[src/rtl/lsu_mem_ctrl_pkg.sv]
// Encodings shared by the load/store unit and the control unit that drives mem_size.
package lsu_mem_ctrl_pkg;

   localparam logic [1:0] MEM_B = 2'b00;
   localparam logic [1:0] MEM_H = 2'b01;
   localparam logic [1:0] MEM_W = 2'b10;

   typedef enum logic [1:0] {
      ST_IDLE = 2'd0,
      ST_REQ  = 2'd1,
      ST_WAIT = 2'd2,
      ST_DONE = 2'd3
   } lsu_state_e;

   // Size 11 is reserved, so it is rejected like a misaligned access.
   function automatic logic is_misaligned(input logic [1:0] size, input logic [1:0] off);
      case (size)
         MEM_B:   return 1'b0;
         MEM_H:   return off[0];
         MEM_W:   return off != 2'b00;
         default: return 1'b1;
      endcase
   endfunction

endpackage

[src/rtl/lsu_lane_align.sv]
// Byte-lane steering for stores and shift/extend for loads; purely combinational.
module lsu_lane_align
   import lsu_mem_ctrl_pkg::*;
(
   input  logic [1:0]  st_size,
   input  logic [1:0]  st_off,
   input  logic [31:0] st_data,
   output logic [3:0]  st_be,
   output logic [31:0] st_wdata,
   input  logic [1:0]  ld_size,
   input  logic [1:0]  ld_off,
   input  logic        ld_sign,
   input  logic [31:0] ld_word,
   output logic [31:0] ld_data
);

   logic [31:0] ld_shift;

   always_comb begin
      st_be    = 4'b0000;
      st_wdata = st_data;
      case (st_size)
         MEM_B: begin
            st_be    = 4'b0001 << st_off;
            st_wdata = {4{st_data[7:0]}};
         end
         MEM_H: begin
            st_be    = st_off[1] ? 4'b1100 : 4'b0011;
            st_wdata = {2{st_data[15:0]}};
         end
         MEM_W:   st_be = 4'b1111;
         default: st_be = 4'b0000;
      endcase
   end

   always_comb begin
      ld_shift = ld_word >> {ld_off, 3'b000};
      case (ld_size)
         MEM_B:   ld_data = {{24{ld_sign & ld_shift[7]}}, ld_shift[7:0]};
         MEM_H:   ld_data = {{16{ld_sign & ld_shift[15]}}, ld_shift[15:0]};
         default: ld_data = ld_shift;
      endcase
   end

endmodule

[src/rtl/lsu_mem_ctrl.sv]
// Load/store unit: runs one request/response bus transaction per memory instruction
// and stalls the core until it completes, times out, or is rejected as misaligned.
//
// state   | meaning
// IDLE    | no transaction; aligned access starts one, misaligned one pulses misalign
// REQ     | bus_req high with latched address/enables/data, waiting for bus_gnt
// WAIT    | granted, waiting for bus_rvalid
// DONE    | one cycle, stall low, rdata/bus_err presented to the core
module lsu_mem_ctrl
   import lsu_mem_ctrl_pkg::*;
#(
   parameter int ADDR_W         = 32,
   parameter int DATA_W         = 32,
   parameter int TIMEOUT_CYCLES = 64
) (
   input  logic              clk,
   input  logic              rst_n,
   input  logic              load_en,
   input  logic              mem_write,
   input  logic [1:0]        mem_size,
   input  logic              ext_sign,
   input  logic [ADDR_W-1:0] addr,
   input  logic [DATA_W-1:0] wdata,
   output logic              stall,
   output logic [DATA_W-1:0] rdata,
   output logic              misalign,
   output logic              bus_err,
   output logic              bus_req,
   output logic              bus_we,
   output logic [ADDR_W-1:0] bus_addr,
   output logic [3:0]        bus_be,
   output logic [DATA_W-1:0] bus_wdata,
   input  logic              bus_gnt,
   input  logic              bus_rvalid,
   input  logic [DATA_W-1:0] bus_rdata
);

   localparam int               CNT_W    = $clog2(TIMEOUT_CYCLES);
   localparam logic [CNT_W-1:0] CNT_LAST = CNT_W'(TIMEOUT_CYCLES - 1);

   lsu_state_e        state_q, state_d;
   logic [CNT_W-1:0]  cnt_q, cnt_d;
   logic              we_q, we_d;
   logic [ADDR_W-3:0] waddr_q, waddr_d;
   logic [3:0]        be_q, be_d;
   logic [DATA_W-1:0] wdata_q, wdata_d;
   logic [DATA_W-1:0] word_q, word_d;
   logic [1:0]        off_q, off_d;
   logic [1:0]        size_q, size_d;
   logic              sign_q, sign_d;
   logic              err_q, err_d;

   logic              access;
   logic              bad;
   logic              start;
   logic [3:0]        lane_be;
   logic [DATA_W-1:0] lane_wdata;
   logic [DATA_W-1:0] ld_data;

   assign access = load_en | mem_write;
   assign bad    = is_misaligned(mem_size, addr[1:0]);
   assign start  = access & ~bad;

   // Store side sees the live instruction; load side sees the latched access.
   lsu_lane_align u_lane_align (
      .st_size  (mem_size),
      .st_off   (addr[1:0]),
      .st_data  (wdata),
      .st_be    (lane_be),
      .st_wdata (lane_wdata),
      .ld_size  (size_q),
      .ld_off   (off_q),
      .ld_sign  (sign_q),
      .ld_word  (word_q),
      .ld_data  (ld_data)
   );

   always_ff @(posedge clk or negedge rst_n) begin
      if (!rst_n) begin
         state_q <= ST_IDLE;
         cnt_q   <= '0;
         we_q    <= 1'b0;
         waddr_q <= '0;
         be_q    <= '0;
         wdata_q <= '0;
         word_q  <= '0;
         off_q   <= '0;
         size_q  <= '0;
         sign_q  <= 1'b0;
         err_q   <= 1'b0;
      end else begin
         state_q <= state_d;
         cnt_q   <= cnt_d;
         we_q    <= we_d;
         waddr_q <= waddr_d;
         be_q    <= be_d;
         wdata_q <= wdata_d;
         word_q  <= word_d;
         off_q   <= off_d;
         size_q  <= size_d;
         sign_q  <= sign_d;
         err_q   <= err_d;
      end
   end

   always_comb begin
      state_d = state_q;
      cnt_d   = cnt_q;
      we_d    = we_q;
      waddr_d = waddr_q;
      be_d    = be_q;
      wdata_d = wdata_q;
      word_d  = word_q;
      off_d   = off_q;
      size_d  = size_q;
      sign_d  = sign_q;
      err_d   = err_q;
      case (state_q)
         ST_IDLE: begin
            if (start) begin
               we_d    = mem_write;
               waddr_d = addr[ADDR_W-1:2];
               be_d    = lane_be;
               wdata_d = mem_write ? lane_wdata : '0;
               off_d   = addr[1:0];
               size_d  = mem_size;
               sign_d  = ext_sign;
               word_d  = '0;
               err_d   = 1'b0;
               cnt_d   = '0;
               state_d = ST_REQ;
            end
         end
         ST_REQ: begin
            if (bus_gnt) begin
               cnt_d   = '0;
               state_d = ST_WAIT;
            end else if (cnt_q == CNT_LAST) begin
               err_d   = 1'b1;
               state_d = ST_DONE;
            end else begin
               cnt_d = cnt_q + CNT_W'(1);
            end
         end
         ST_WAIT: begin
            if (bus_rvalid) begin
               word_d  = bus_rdata;
               state_d = ST_DONE;
            end else if (cnt_q == CNT_LAST) begin
               err_d   = 1'b1;
               state_d = ST_DONE;
            end else begin
               cnt_d = cnt_q + CNT_W'(1);
            end
         end
         default: state_d = ST_IDLE;
      endcase
   end

   // stall and misalign are decoded from live inputs, so reset must mask them.
   always_comb begin
      stall     = 1'b0;
      misalign  = 1'b0;
      rdata     = '0;
      bus_err   = 1'b0;
      bus_req   = 1'b0;
      bus_we    = we_q;
      bus_addr  = {waddr_q, 2'b00};
      bus_be    = be_q;
      bus_wdata = wdata_q;
      case (state_q)
         ST_IDLE: begin
            stall    = rst_n & start;
            misalign = rst_n & access & bad;
         end
         ST_REQ: begin
            stall   = 1'b1;
            bus_req = 1'b1;
         end
         ST_WAIT: stall = 1'b1;
         default: begin
            bus_err = err_q;
            rdata   = (we_q || err_q) ? '0 : ld_data;
         end
      endcase
   end

endmodule

[config.mk]
export PLATFORM = sky130hd
export DESIGN_NAME = lsu_mem_ctrl
export DESIGN_NICKNAME = d
export VERILOG_FILES = /design/src/rtl/lsu_mem_ctrl_pkg.sv /design/src/rtl/lsu_lane_align.sv /design/src/rtl/lsu_mem_ctrl.sv
export SDC_FILE = /design/constraint.sdc
export NUM_CORES = 1
export LEC_CHECK = 0
export ABC_CLOCK_PERIOD_IN_PS = 2900
export CORE_UTILIZATION = 40
export CTS_BUF_LIST = sky130_fd_sc_hd__clkbuf_4 sky130_fd_sc_hd__clkbuf_8
export CTS_CLUSTER_DIAMETER = 120
export DETAILED_ROUTE_END_ITERATION = 10
export PLACE_DENSITY = 0.72
export SETUP_SLACK_MARGIN = 0.3
export SYNTH_ARGS = -nofsm -noshare
export SYNTH_HDL_FRONTEND = slang
export SYNTH_SLANG_ARGS = --single-unit
[constraint.sdc]
create_clock -name clk -period 2.9 [get_ports clk]
set_input_delay 0.29 -clock clk [delete_from_list [all_inputs] [get_ports clk]]
set_output_delay 0.29 -clock clk [all_outputs]
set_load 0.005 [all_outputs]
# Word level (Yosys, flattened, before mapping)
# Index checks and enable logic that the tools add are counted.
# W data, S select, Z words.
[classes]
eq_ne = 10
n_addsub = 1
bitwise = 8
n_shift = 2
reduce_logical = 13
n_mux = 30
[ops]
columns = ["cell", "n"]
rows = [
  ["$pmux W32 S2", 3],
  ["$mux W32", 5],
  ["$shr A32 B5 Y32", 1],
  ["$mux W6", 4],
  ["$pmux W6 S3", 1],
  ["$pmux W4 S3", 1],
  ["$mux W2", 4],
  ["$ne A2 B2 Y1 const B", 4],
  ["$mux W1", 7],
  ["$add A6 B1 Y6 const B", 1],
  ["$and A1 B1 Y1", 6],
  ["$eq A2 B1 Y1 const B", 3],
  ["$eq A6 B6 Y1 const B", 1],
  ["$logic_not A2 Y1", 3],
  ["$pmux W1 S3", 2],
  ["$pmux W2 S3", 1],
  ["$reduce_and A3 Y1", 2],
  ["$eq A2 B2 Y1 const B", 2],
  ["$mux W4", 1],
  ["$reduce_and A4 Y1", 1],
  ["$reduce_bool A2 Y1", 2],
  ["$shl A1 B2 Y4 const A", 1],
  ["$reduce_bool A3 Y1", 1],
  ["$reduce_or A3 Y1", 1],
  ["other kinds (6)", 6],
]
[word_totals]
in_bits = 105
reg_bits = 113
elab_cells = 75

# Logic depth before layout (Yosys ltp)
[depth]
depth_word = 6
mapped_depth = 8

# Modules after synthesis
# A second synthesis with hierarchy kept.
[unflattened]
cells_unflattened = 653
hier_area_um2 = 6311.1
[modules_own_cells]
columns = ["mod", "seq_area_each_um2", "instances", "cells_each", "area_per_inst_um2"]
rows = [
  ["lsu_mem_ctrl", 2827.7, 1, 483, 5127.4],
  ["lsu_lane_align", 0.0, 1, 170, 1183.6],
]

# Worst setup path after synthesis
# No wires, ideal clock.
[synth_timing]
path_kind = "register to output"
from = "register state_q[1]"
to = "output port rdata[21]"
required_time_ps = 2610
t_arrival_ps = 1810
setup_slack_ps = 800
stages_incl_launch_ff = 7
path_cell_list = "dfrtp_1 > ha_1 > or3b_1 > buf_6 > or3b_4 > buf_6 > o21ai_2"
[synth_between]
elab_chain_len = 3
word_cells_on_any_way = 5
cone_classes = "2 x eq/ne; 1 x mux; 2 x reduce/logical"
[synth_rtl]
columns = ["item", "line_no", "text"]
rows = [
  ["start, declared", "lsu_mem_ctrl.sv:41", "lsu_state_e state_q, state_d;"],
  ["start signal, assigned", "lsu_mem_ctrl.sv:92", "state_q <= state_d;"],
  ["$eq A2 B2 Y1 (tied with other cells)", "lsu_mem_ctrl.sv:171", "case (state_q)"],
  ["$reduce_or A3 Y1 (no source line) *", "--", ""],
  ["$mux W32 *", "lsu_mem_ctrl.sv:171", ""],
  ["end, declared", "lsu_mem_ctrl.sv:25", "output logic [DATA_W-1:0] rdata,"],
]
# Every way passes the cells marked *; elsewhere a longest branch is shown, timed or not.

# Worst setup path after layout
[layout_timing]
from = "register state_q[1]"
to = "output port rdata[30]"
# The elaborated chain is that of the path after synthesis.

==> qor.csv <==
stage,metric,value,unit
placement,GPL Wtd Cong,0.841,
floorplan,site row count,44,
power,leakage power,4.01,nW
sta,WHS,-0.0237,ns
worst_setup_path,WS Path Type,reg -> out,
worst_setup_path,Worst setup EP type,primary output,
job,Max-Cap Viols,0,
run_status,status,finished with violations,
floorplan,Core ar.,14800,um2
floorplan,Chip Height,126,um
sta,Hold Fails Final Rpt,11,
synth,Synth Instances,642,
sta,Final Skew,0.00871,ns
worst_setup_path,reg2reg end,cnt_q[4]$_DFFE_PN0P_,
floorplan,Die Wd,126,um
synth,Syn. warnings,0,
sta,Final Slew Violations,0,
sta,period utilization,90.2,%
worst_setup_path,worst-path fanout max,6,
synth,Mapped Area,6120,um2
global_routing,initial antenna violation count,0,
detailed_routing,DRC Markers,12,
global_routing,vias in the first global route,5599,
detailed_routing,Via-to-Cell Ratio,5.16,
clock_network,TritonCTS buffer count,17,
power,Pwr Density,901,nW/um2
floorplan,IO Count,210,
clock_network,Root Driver,clkbuf_8,
cells_and_area,"commonest non-fill, non-tap cell in the layout",clkdlybuf4s50_1,
sta,post-route minimum period,2.62,ns
worst_setup_path,Worst Reg2Reg Path Length in Cells,8,
placement,placed cells,1008,
placement,I/O Buffers,207,
worst_setup_path,Worst Path Required,2.61,ns
sta,f_max,382,MHz
worst_setup_path,reg2reg start,state_q[0]$_DFFE_PN0P_,
clock_network,clk_lat worst skew,0.44,ns
placement,DP Wirelength,12600,um
sta,RSZ-0062 raised after global routing,true,
run_status,failing checks,"DRC, hold timing",
clock_network,hold buffers post-CTS,0,
floorplan,die area,15800,um2
detailed_routing,1st-iter DRT viols,235,
worst_setup_path,flop2flop setup slack,0.68,ns
clock_network,Clock transition at path regs,0.07,ns
detailed_routing,antenna-violating nets left,0,
cells_and_area,ANT cells,0,
worst_setup_path,Startpoint Class,flip-flop,
global_routing,largest net degree at the start of global routing,114,
detailed_routing,via count,5506,
synth,post-synthesis sequential area ratio,46.2,%
clock_network,htree depth,4,
cells_and_area,Finished Layout Cells,1068,
sta,max_slew headroom,51.1,%
synth,"flops & latches, synth",113,
clock_network,CTS tree,done,
detailed_routing,drt total wl,18000,um
synth,Post-synth ARST share,100,%
cells_and_area,Final Cell Area,9110,um2
cells_and_area,share of cells above drive strength 1,21.8,%
detailed_routing,DRT Pass-1 Iters,8,
synth,Post-synth EDFFs,0,
sta,Worst Max-Slew Pin Slew,0.731,ns
clock_network,Max clock buf depth,2,
synth,post-synth cell types,51,
cells_and_area,Layout area overhead,48.9,%
sta,Final TNS setup,0,ns
global_routing,GRT Overall Usage,23.6,%
synth,syn_area_per_cell,9.53,um2
placement,placed cell areas,8380,um2
synth,top_reg_cell synth,dfrtp_1,
cells_and_area,"commonest non-fill, non-tap cells in the layout","175 x clkdlybuf4s50_1, 131 x nand2_1, 112 x dfrtp_1",
cells_and_area,fin nets,982,
cells_and_area,layout filler cell count,1257,
floorplan,initial core utilization,41.5,%
worst_setup_path,Crit path arrival time,2.33,ns
clock_network,clk sinks,113,
global_routing,first-pass GRT wire length,29000,um
detailed_routing,drt wl/cell,16.8,um
global_routing,total congestion overflow,0,
sta,final setup violation count,0,
hold_path,Worst Hold Class,in -> async,
power,Worst VDD drop,0.503,mV
==> critical path: stages, from the launching register on <==
cell and delay [ns]:
dfrtp_1 0.36, ha_2 0.18, or3b_4 0.39, buf_4 0.15, or3b_4 0.42, buf_4 0.17, o21ai_2 0.09, buf_2 0.12
==> registers in the layout, indices dropped and copies added (netlist names) <==
signal	cells
bus_be	4
bus_wdata	32
bus_we	1
cnt_q	6
err_q	1
off_q	2
sign_q	1
size_q	2
state_q	2
waddr_q	30
word_q	32
==> report_power, final <==
part	leakage (nW)	internal, mW	switching (mW)	total [mW]
registers	1.45	2.31	0.533	2.84
logic	2.35	2.06	1.77	3.83
clock network	0.216	0.905	0.643	1.55
total	4.01	5.27	2.95	8.21
==> layout make-up <==
class | count | area (um2) | area share, %
Clock inverter | 11 | 136 | 1.50
Multi-Input combinational cell | 446 | 3060 | 33.5
Inverter | 40 | 150 | 1.65
Clock buffer | 21 | 277 | 3.03
Sequential cell | 113 | 2830 | 31.0
Tap cell | 184 | 230 | 2.53
Timing Repair Buffer | 253 | 2440 | 26.7
==> cell usage after synthesis (2+ instances only) <==
library cell / instances / area share [%]
nor4_1: 2 / 0.20
a21oi_1: 14 / 1.1
o31ai_1: 4 / 0.49
nor2b_1: 3 / 0.31
inv_1: 40 / 2.5
mux2i_1: 53 / 8.7
o21a_1: 2 / 0.25
nor2_1: 20 / 1.2
buf_2: 12 / 0.98
a211oi_1: 15 / 1.8
buf_6: 5 / 0.92
clkbuf_1: 22 / 1.3
nand2b_1: 2 / 0.20
or3b_1: 2 / 0.29
mux2_2: 51 / 9.4
buf_1: 4 / 0.25
ha_1: 6 / 1.2
buf_4: 2 / 0.25
o21ai_2: 11 / 1.6
o21ai_0: 73 / 6.0
nand2_1: 140 / 8.6
dfrtp_1: 113 / 46
nor3_1: 4 / 0.33
and2_1: 10 / 1.0
nand3_1: 5 / 0.41
o221ai_1: 2 / 0.29
==> timing repair <==
action,4_1_cts,5_1_grt
gates resized for setup,52,76
pin swaps,4,6
buffers inserted,22,5
endpoints found under the setup margin,34,22
gates cloned,1,0
==> kinds of logic (layout without fill, tap and decap cells) <==
| family | Yosys count | in the layout | synth area share (%) |
|---|---|---|---|
| AND/OR/NAND/NOR | 197 | 198 | 14.2 |
| AO/OA/AOI/OAI | 136 | 136 | 14.1 |
| flip-flops | 113 | 113 | 46.2 |
| multiplexers | 104 | 104 | 18.1 |
| buffers and inverters | 85 | 325 | 6.19 |
| adder cells (fa/ha/maj) | 6 | 6 | 1.23 |
| other | 1 | 2 | 0.0613 |
==> stage by stage <==
| stage | utilization [%] | worst slack, ns | total power [mW] |
|---|---|---|---|
| 3_5_place_dp | 56.8 | 0.265 | 6.40 |
| 6_report | 61.8 | 0.283 | 8.21 |
| 5_1_grt | 61.8 | 0.155 | 8.77 |
| 2_1_floorplan | - | 0.800 | 4.63 |
| 4_1_cts | 61.1 | 0.116 | 8.14 |
| 3_3_place_gp | 56.8 | 0.315 | 6.29 |
==> per-layer routing <==
metal / GRT usage (%) / wire [um]
met1: 30.2 / 7840
met3: 7.90 / 1290
met2: 37.9 / 8650
met4: 7.17 / 211
met5: 0 / 0
==> worst max-delay path by stage <==
stage                                      start         to  slack, ns  cells past startpoint
after detailed placement  state_q[1]$_DFFE_PN0P_  rdata[30]       0.27                      7
after global placement    state_q[1]$_DFFE_PN0P_  rdata[17]       0.31                      5
after floorplan           state_q[1]$_DFFE_PN0P_  rdata[21]       0.80                      6
after global routing      state_q[1]$_DFFE_PN0P_  rdata[30]       0.15                     10
final                     state_q[1]$_DFFE_PN0P_  rdata[30]       0.28                      7
after CTS                 state_q[1]$_DFFE_PN0P_  rdata[26]       0.12                     10
No activity file was read; power rests on OpenSTA's default activity.
